**config.mk**
```make
export PLATFORM = sky130hd
export DESIGN_NAME = nibble_serial_adder
export DESIGN_NICKNAME = d
export VERILOG_FILES = /design/src/rtl/nibble_serial_adder.sv
export SDC_FILE = /design/constraint.sdc
export NUM_CORES = 1
export LEC_CHECK = 0
export ABC_AREA = 1
export CAP_MARGIN = 20
export CORE_ASPECT_RATIO = 0.8
export CORE_MARGIN = 1.5
export CORE_UTILIZATION = 41
export CTS_CLUSTER_DIAMETER = 200
export DETAILED_ROUTE_END_ITERATION = 10
export PLACE_DENSITY_LB_ADDON = 0.15
export SLEW_MARGIN = 20
export SYNTH_ARGS = -nofsm -noshare
export SYNTH_HDL_FRONTEND = slang
export SYNTH_SLANG_ARGS = --single-unit
```
**constraint.sdc**
```tcl
create_clock -name clk -period 5 [get_ports clk]
set_input_delay 1.25 -clock clk [delete_from_list [all_inputs] [get_ports clk]]
set_output_delay 1.25 -clock clk [all_outputs]
set_load 0.03 [all_outputs]
```
**src/rtl/nibble_serial_adder.sv**
```systemverilog
// Nibble-serial adder: walks WIDTH-bit operands through an external 4-bit
// carry-lookahead adder one nibble per cycle, LSB nibble first.
module nibble_serial_adder #(
   parameter int WIDTH = 16
) (
   input  logic             clk,
   input  logic             rst_n,
   input  logic             in_valid,
   output logic             in_ready,
   input  logic [WIDTH-1:0] in_a,
   input  logic [WIDTH-1:0] in_b,
   input  logic             in_cin,
   output logic             out_valid,
   input  logic             out_ready,
   output logic [WIDTH-1:0] out_sum,
   output logic             out_cout,
   output logic             out_ovf,
   output logic [3:0]       cla_a,
   output logic [3:0]       cla_b,
   output logic             cla_cin,
   input  logic [3:0]       cla_s,
   input  logic             cla_cout
);

   localparam int NIB   = WIDTH / 4;
   localparam int IDX_W = (NIB > 1) ? $clog2(NIB) : 1;

   typedef enum logic [1:0] {
      S_IDLE,
      S_RUN,
      S_DONE
   } state_t;

   state_t             r_state;
   logic [IDX_W-1:0]   r_idx;
   logic               r_carry;
   logic               r_in_ready;
   logic               r_out_valid;
   logic [WIDTH-1:0]   r_sum;
   logic               r_cout;
   logic               r_ovf;
   logic [WIDTH-1:0]   r_a;
   logic [WIDTH-1:0]   r_b;
   logic [WIDTH-1:0]   r_acc;

   logic [3:0]         w_a_nib;
   logic [3:0]         w_b_nib;
   logic [WIDTH-1:0]   w_acc_next;
   logic               w_last;

   // Signed overflow: operands agree in sign but the result sign differs.
   function automatic logic f_ovf(input logic a_msb, input logic b_msb, input logic s_msb);
      return ~(a_msb ^ b_msb) & (a_msb ^ s_msb);
   endfunction

   always_comb begin
      w_a_nib    = 4'd0;
      w_b_nib    = 4'd0;
      w_acc_next = r_acc;
      for (int n = 0; n < NIB; n++) begin
         if (r_idx == IDX_W'(n)) begin
            w_a_nib              = r_a[n*4 +: 4];
            w_b_nib              = r_b[n*4 +: 4];
            w_acc_next[n*4 +: 4] = cla_s;
         end
      end
   end

   assign w_last = (r_idx == IDX_W'(NIB - 1));

   always_comb begin
      cla_a   = 4'd0;
      cla_b   = 4'd0;
      cla_cin = 1'b0;
      if (r_state == S_RUN) begin
         cla_a   = w_a_nib;
         cla_b   = w_b_nib;
         cla_cin = r_carry;
      end
   end

   always_ff @(posedge clk or negedge rst_n) begin
      if (!rst_n) begin
         r_state     <= S_IDLE;
         r_idx       <= '0;
         r_carry     <= 1'b0;
         r_in_ready  <= 1'b1;
         r_out_valid <= 1'b0;
         r_sum       <= '0;
         r_cout      <= 1'b0;
         r_ovf       <= 1'b0;
      end else begin
         case (r_state)
            S_IDLE: begin
               if (in_valid) begin
                  r_idx      <= '0;
                  r_carry    <= in_cin;
                  r_in_ready <= 1'b0;
                  r_state    <= S_RUN;
               end
            end
            S_RUN: begin
               r_carry <= cla_cout;
               r_idx   <= r_idx + 1'b1;
               if (w_last) begin
                  r_sum       <= w_acc_next;
                  r_cout      <= cla_cout;
                  r_ovf       <= f_ovf(r_a[WIDTH-1], r_b[WIDTH-1], cla_s[3]);
                  r_out_valid <= 1'b1;
                  r_state     <= S_DONE;
               end
            end
            S_DONE: begin
               if (out_ready) begin
                  r_out_valid <= 1'b0;
                  r_in_ready  <= 1'b1;
                  r_state     <= S_IDLE;
               end
            end
            default: begin
               r_state     <= S_IDLE;
               r_in_ready  <= 1'b1;
               r_out_valid <= 1'b0;
            end
         endcase
      end
   end

   // Operand and partial-sum storage carry no reset; they are only read in RUN.
   always_ff @(posedge clk) begin
      if (r_state == S_IDLE && in_valid) begin
         r_a <= in_a;
         r_b <= in_b;
      end
      if (r_state == S_RUN) begin
         r_acc <= w_acc_next;
      end
   end

   assign in_ready  = r_in_ready;
   assign out_valid = r_out_valid;
   assign out_sum   = r_sum;
   assign out_cout  = r_cout;
   assign out_ovf   = r_ovf;

endmodule

```
---- After elaboration in Yosys (flattened, before gate mapping) ----
Index checks and enable logic that the tools add are counted.
Widths: inputs -> output; s select.
operators by class
  mux-type cells .......................... 29
  $add $sub $neg .......................... 1
  magnitude comparators ................... 0
  reductions and logical operators ........ 9
  $mul .................................... 0
  shifts and indexed selects .............. 0
  equality and inequality tests ........... 8
  divide/modulo/power cells ............... 0
  bitwise gates (word level) .............. 6
operators with widths
  cell                 number
  $mux 4               14
  $reduce_and 3->1     3
  $mux 2               4
  $eq 2x2->1 const B   3
  $mux 1               6
  $ne 2x2->1 const B   3
  $pmux 1 s3           2
  $pmux 2 s3           1
  $eq 2x1->1 const B   2
  $logic_not 2->1      2
  $pmux 2 s2           1
  $reduce_and 2->1     2
  $not 1->1            3
  $add 2x1->2 const B  1
  $pmux 1 s2           1
  $reduce_bool 2->1    1
  $xor 1x1->1          2
  $and 1x1->1          1
  $logic_and 1x1->1    1
word-level totals
  bits in read-only memories .............. 0
  register bits after elaboration ......... 73
  latch bits .............................. 0
  output and inout bits ................... 29
  memories kept ........................... 0
  memory bits (writable) .................. 0

---- Longest topological paths before layout ----
Gate-level depths: netlist of run 1.
  word-level depth ........................ 6
  mapped depth ............................ 9
  depth with buffers taken out ............ 7

---- Least setup slack after synthesis of run 1 ----
No wires, ideal clock.
  path kind ............................... in2reg
  start point ............................. in in_valid
  end point ............................... reg r_a[0], enable pin
  buffers on the path ..................... 0
  cell stages on the path ................. 2
  library setup time ...................... 0.463 ns
  slack ................................... 1.015 ns
  arrival ................................. 3.522 ns
  path through ............................ inv_1 > nor3_1
on the way
  longest elaborated chain between the ends .. 1
ends and longest elaborated chain
  item                    RTL line  text
  start: declaration      8         input logic in_valid,
  $logic_and 1x1->1       131       if (r_state == S_IDLE && in_valid) begin
  end signal: assignment  132       r_a <= in_a;
  end: declaration        42        logic [WIDTH-1:0] r_a;
No other way between the ends.
A chain may end at the register's enable or synchronous reset.

---- Worst setup path after layout of run 1 ----
  start point ............................. reg r_idx[0]
  end point ............................... out cla_b[0]
on the way
  longest elaborated chain between the ends .. 6
  elaborated cells on any way between the ends .. 9
  classes of those cells .................. 3 x eq/ne; 5 x mux; 1 x reduce/logical
ends and longest elaborated chain
  item                      RTL line  text
  start: declaration        35        logic [IDX_W-1:0] r_idx;
  start signal: assignment  104       r_idx <= r_idx + 1'b1;
  $logic_not 2->1           61        if (r_idx == IDX_W'(n)) begin
  $mux 4 (3 in series)      61
  $mux 4 *                  61
  $mux 4 *                  75        if (r_state == S_RUN) begin
  end: declaration          19        output logic [3:0] cla_b,
Every way passes the cells marked *; elsewhere a longest branch is shown, timed or not.

==> impl_results.md, run 1 <==
* Wire per inst at between 10 and 15 microns
* Critical Path AT at ~2500 ps
* RSZ-0062 raised after global routing: no
* DRC viols at 0
* PwrDens at roughly 660 nW/um^2
* Clock transition at path regs at around 70 ps
* Commonest non-fill, non-tap cell in the layout: nand2_1
* Core footprint at between 6000 and 7000 sq um
* Worst clock skew at about 5.5 ps
* Vias in the first global route at between 1500 and 2000
* DR pass1 iterations at 4
* CP required at between 3000 and 4000 ps
* Die X at 96.8 microns
* Placed insts at slightly above 400
* CTS Hold Buffers Added at 0
* Final setup vio count at 0
* Slew @ Worst Pin at 720 ps
* Die area at 7550 sq um
* Resized Gates After CTS at 0
* Cell row count at 27
* Root Buffer: clkbuf_8
* Iteration-0 DRC Markers at approximately 120
* Leading cell types in the layout, fill and taps excluded: 97 x nand2_1, 70 x clkdlybuf4s50_1, 44 x edfxtp_1, 24 x dfrtp_1, 22 x nor2_1
* Post-route ant nets at 0
* Ys Warns at 0
* Seq cells post-synth at between 60 and 70
* CP Class: reg2out
* Nature of the critical path startpoint: flip-flop
* Via total after detailed routing at around 2000
* Final GP Congestion at approximately 0.8
* Share of layout cells above drive strength 1 at under 10%
* Port bufs at 70
* Pin count of the biggest net entering global routing at 34
* Total Routing Usage GR at roughly 17%
* Area grow syn2layout at 31.0%
* Post-detail-place hpwl at 3990 microns
* Initial core utilization at 42.1%
* Post-DR vias/cell at between 4 and 5
* Crit path time final at around 3700 ps
* Ports at a little over 70
* Initial antenna violation count at 0
* Static leakage at 1.60 nW
* Nets at 385
* Setup Fix Bufs, Post-CTS at 0
* Later-pin clock latency in the skew report at about 330 ps
* Die Y-Extent at 78.0 microns
* Tcrit/Tclk final at around three quarters
* Max-cap viol count at 0
* CTS H-Tree Depth at 3
* Synthesized net count at about 310
* Post-Syn Instances at 266
* Non-Filler Instances at ~430
* CTS Sinks at approximately 70
* Post-synthesis cell type count at 23
* Cts bufs inserted at 9
* CTS tree: yes
* Longest Clk Path Bufs at 2
* Grt ovf at 0
* Drt total wl at around 6000 microns
* Status: finished clean
* Max-slew violation count at 0
* Hold slack at 480 ps
* First-pass GRT wire length at a little under 10000 microns
* Post-Syn Area at approximately 2900 sq um
* Diode count at 0
* Avg Cell Area, Syn at roughly 11 sq um
* Hold Fails Final Rpt at 0
* Worst slew margin at approximately half
* Setup crit end kind: output pin
* Max Clk Rate at around 270 MHz
* CP Max Fanout at 16
* Max VDD drop at around 270 uV
* Hold WC Path Type: reg2reg
* Register area share after synthesis at approximately two thirds
* Setup TNS at 0 ps
critical path, cell delays in order, from the launching register on:
cell and delay, ps:
dfrtp_1 430, inv_1 100, ha_1 550, nand3_1 150, nand2_1 110, nand2_1 60
nand2_1 70, clkdlybuf4s50_1 660
cell type report:
cell class	count	area, sq um
inverters	16	60.1
clock inverters	6	30.0
well taps	87	109
repair buffers	73	723
flip-flops and latches	69	1950
clock buffers	10	128
multi-input cells	170	779
fillers	624	3080
synth_stat cells (all sizes together):
master	n	area, sq um
dfrtp	24	601
nand3	12	65.1
inv	15	56.3
buf	10	98.8
clkbuf	1	5.00
o31ai	2	15.0
a21oi	12	60.1
nand2	98	375
o21ai	17	104
dfstp	1	26.3
edfxtp	44	1320
ha	4	50.1
nor3	1	5.00
nor2	24	97.6
clkinv	1	3.75
through the flow:
| stage | worst slack, ps | area [sq um] | power (mW) | util, % |
|---|---|---|---|---|
| global placement | 1720 | 3620 | 2.12 | 52.7 |
| floorplan | 1020 | 2880 | 1.74 | - |
| global route | 1060 | 3780 | 2.68 | 55.1 |
| detailed placement | 1660 | 3620 | 2.14 | 52.7 |
| finish | 1290 | 3780 | 2.50 | 55.1 |
| CTS | 1280 | 3770 | 2.52 | 55.0 |
path summary, 6_finish.rpt:
path                               end  depth (start not counted)         from  slack [ps]
max in group asynchronous     in_ready                          2        rst_n        3430
setup reg to reg           out_sum[15]                          7     r_idx[0]        3230
setup / recovery              cla_b[0]                          7     r_idx[0]        1290
hold reg to reg            out_sum[14]                          2  out_sum[14]         480
min in group asynchronous     out_cout                          2        rst_n        1280
hold / removal             out_sum[14]                          2  out_sum[14]         480
state kept, by name, summed over array words and instances, names as in the netlist:
register and cells:
r_a 16, r_carry 1, r_b 16, r_acc 12, out_cout 1, out_sum 16, out_valid 1, r_state 2
out_ovf 1, r_idx 2, in_ready 1
per-layer routing:
metal / global-route usage, % / vias up / routed length [microns]
met2: 24.2 / 60 / 2630
li1: - / 1016 / -
met3: 6.68 / 4 / 324
met1: 24.7 / 958 / 3010
met4: 4.78 / 0 / 36
met5: 0 / - / 0
kinds of logic (layout without fill, tap and decap cells):
family	Yosys count	in the layout	synth area share (%)
AOI/OAI and AO/OA	31	31	6.20
adders and majority gates	4	4	1.74
buffers and inverters	27	105	5.68
DFF	69	69	67.5
and+or+nand+nor	135	135	18.8
where the power goes:
group / internal [mW] / switching [mW]
registers: 0.865 / 0.100
logic: 0.425 / 0.739
clock network: 0.174 / 0.195
total: 1.46 / 1.03
(Power assumes the default switching activity.)
==> run 2: changes to the inputs <==
==> constraint.sdc (replaced) <==
create_clock -name clk -period 3.7 [get_ports clk]
set_input_delay 0.925 -clock clk [delete_from_list [all_inputs] [get_ports clk]]
set_output_delay 0.925 -clock clk [all_outputs]
set_load 0.03 [all_outputs]
==> run 2 against run 1 <==
Effect of this change: sequential share of layout area decreased by 0.66 points; worst hold slack gained 0.85 ps; clock power increased by 72%; sequential power grew 36%; clock-buffer cell count is 1 lower; non-clock buffer count unchanged; worst setup slack worse by 980 ps; die area stayed put; register-to-register slack got worse by 1400 ps; largest power group unchanged.
==> impl_results.md, run 2 (same netlist as run 1, synthesis figures left out) <==
* Status: finished clean
* Static leakage at around 1.6 nW
* Switch Pwr at around 1.4 mW
* Power, Total at roughly 3.5 mW
* PwrDens at 915 nW/um^2
* Critical Path AT at 2470 ps
* Post-DR vias/cell at 4.68
* Tcrit/Tclk final at 91.7%
* Setup TNS at 0 ps
* Worst path bufs/invs at 2
* Port bufs at 70
* Initial antenna violation count at 0
* Register area at about 2000 sq um
* Core footprint at 6860 sq um
* Setup Fix Bufs, Post-CTS at 0
* CP max stage delay at about 670 ps
* Wire per inst at between 10 and 15 microns
* CTS tree: yes
* Die Y-Extent at roughly 80 microns
* Area occupied by multi-input gates at between 700 and 800 sq um
* Nets at between 300 and 400
* Leading cell types in the layout, fill and taps excluded: 97 x nand2_1, 70 x clkdlybuf4s50_1, 44 x edfxtp_1, 24 x dfrtp_1, 22 x nor2_1
* CP Max Fanout at 16
* RSZ-0062 raised after global routing: no
* Drt total wl at roughly 5900 microns
* Root Buffer: clkbuf_8
* CP dominant cell by count: nand2_1
* Share of layout cells above drive strength 1 at a little under a tenth
* Pin count of the biggest net entering global routing at 34
* Critical path cell sequence: inv_1 -> ha_1 -> nand3_1 -> nand2_1 -> nand2_1 -> nand2_1 -> clkdlybuf4s50_1
* CTS H-Tree Depth at 3
* Clock transition at path regs at 80 ps
* Hold WC Path Type: reg2reg
* Max-slew violation count at 0
* Area grow syn2layout at 32.7%
* Cts bufs inserted at 9
* Cell row count at 27
* Vias in the first global route at 1965
* Max VDD drop at 498 uV
* Post-route ant nets at 0
* Crit path time final at between 3000 and 4000 ps
* Max Clk Rate at just under 300 MHz
* Longest Clk Path Bufs at 2
* DR pass1 iterations at 4
* Ports at 71
* Post-detail-place hpwl at between 4000 and 5000 microns
* CP required at 2770 ps
* Setup crit end kind: output pin
* Final GP Congestion at 0.790
* Grt ovf at 0
* Diode count at 0
* CTS Hold Buffers Added at 0
* Placed insts at about 420
* Via total after detailed routing at between 2000 and 2500
* Int Pwr at approximately 2.1 mW
* Die X at just under 100 microns
* Hold Fails Final Rpt at 0
* Clock Power Share at between 15 and 20%
* Power share of the combinational group at 44.6%
* Slew @ Worst Pin at approximately 650 ps
* CP max-delay cell: clkdlybuf4s50_1
* Total Routing Usage GR at approximately 17%
* Worst clock skew at roughly 11 ps
* Worst slew margin at between 50% and 60%
* CP Class: reg2out
* Initial core utilization at 42.1%
* Die area at approximately 7500 sq um
* Sw Share at 41.0%
* Core Util, Final at a little under three fifths
* Max-cap viol count at 0
* CTS Sinks at 69
* DRC viols at 0
* Later-pin clock latency in the skew report at 340 ps
* First-pass GRT wire length at a little under 10000 microns
* Resized Gates After CTS at 0
* Commonest non-fill, non-tap cell in the layout: nand2_1
* Fill count at slightly below 600
* Non-Filler Instances at between 400 and 500
* Iteration-0 DRC Markers at between 100 and 150
* Final setup vio count at 0
* Nature of the critical path startpoint: flip-flop
* Seq pwr share at around 37%
* Critical path's top delay family: buffers and inverters
run 2: changes by cell type in the layout (fill, tap and decap cells not counted), sizes merged:
cell      change
bufinv        +1
clkbuf        -1
clkinv        -4
clkinvlp      +1
inv           +3
run 2: final cells by class:
cell class / instances / area share [%]
multi-input cells: 170 / 20.4
inverters: 16 / 1.57
clock inverters: 7 / 2.16
clock buffers: 9 / 3.24
well taps: 87 / 2.84
repair buffers: 73 / 18.9
flip-flops and latches: 69 / 50.9
run 2: stage by stage:
stage	setup WS (ps)	area [sq um]	hold slack, ps
after global routing	121	3830	494
after global placement	747	3620	463
final	308	3830	481
after CTS	274	3820	486
after detailed placement	675	3620	466
after floorplan	40.3	2880	449
run 2: path summary, 6_finish.rpt:
check | slack [ps] | cells past startpoint | startpoint | endpoint
max reg2reg | 1870 | 7 | r_idx[0] | out_sum[14]
max | 310 | 7 | r_idx[0] | cla_b[3]
min in group asynchronous | 940 | 2 | rst_n | out_sum[10]
min reg2reg | 480 | 2 | out_cout | out_cout
max in group asynchronous | 2460 | 2 | rst_n | in_ready
min | 480 | 2 | out_cout | out_cout
run 2: layer usage:
metal  share of wire [%]  vias up  track usage, %
met4                0.67        0            4.78
li1                    -     1016               -
met1                  49      944            24.1
met5                   0        -               0
met3                 5.9        4            6.32
met2                  44       55            25.3
run 2: tightest hold or removal path: cells and delay by family, from the launching register on:
family	cells	cell delay, ps
flip-flops	1	350
AND/OR/NAND/NOR	2	100
run 2: power by group through the flow:
stage | registers (mW) | logic [mW] | clock network (mW)
floorplan | 1.50 | 0.858 | 0
global placement | 1.32 | 1.55 | 0
detailed placement | 1.32 | 1.57 | 0
CTS | 1.31 | 1.58 | 0.649
global route | 1.34 | 1.72 | 0.682
finish | 1.31 | 1.56 | 0.633
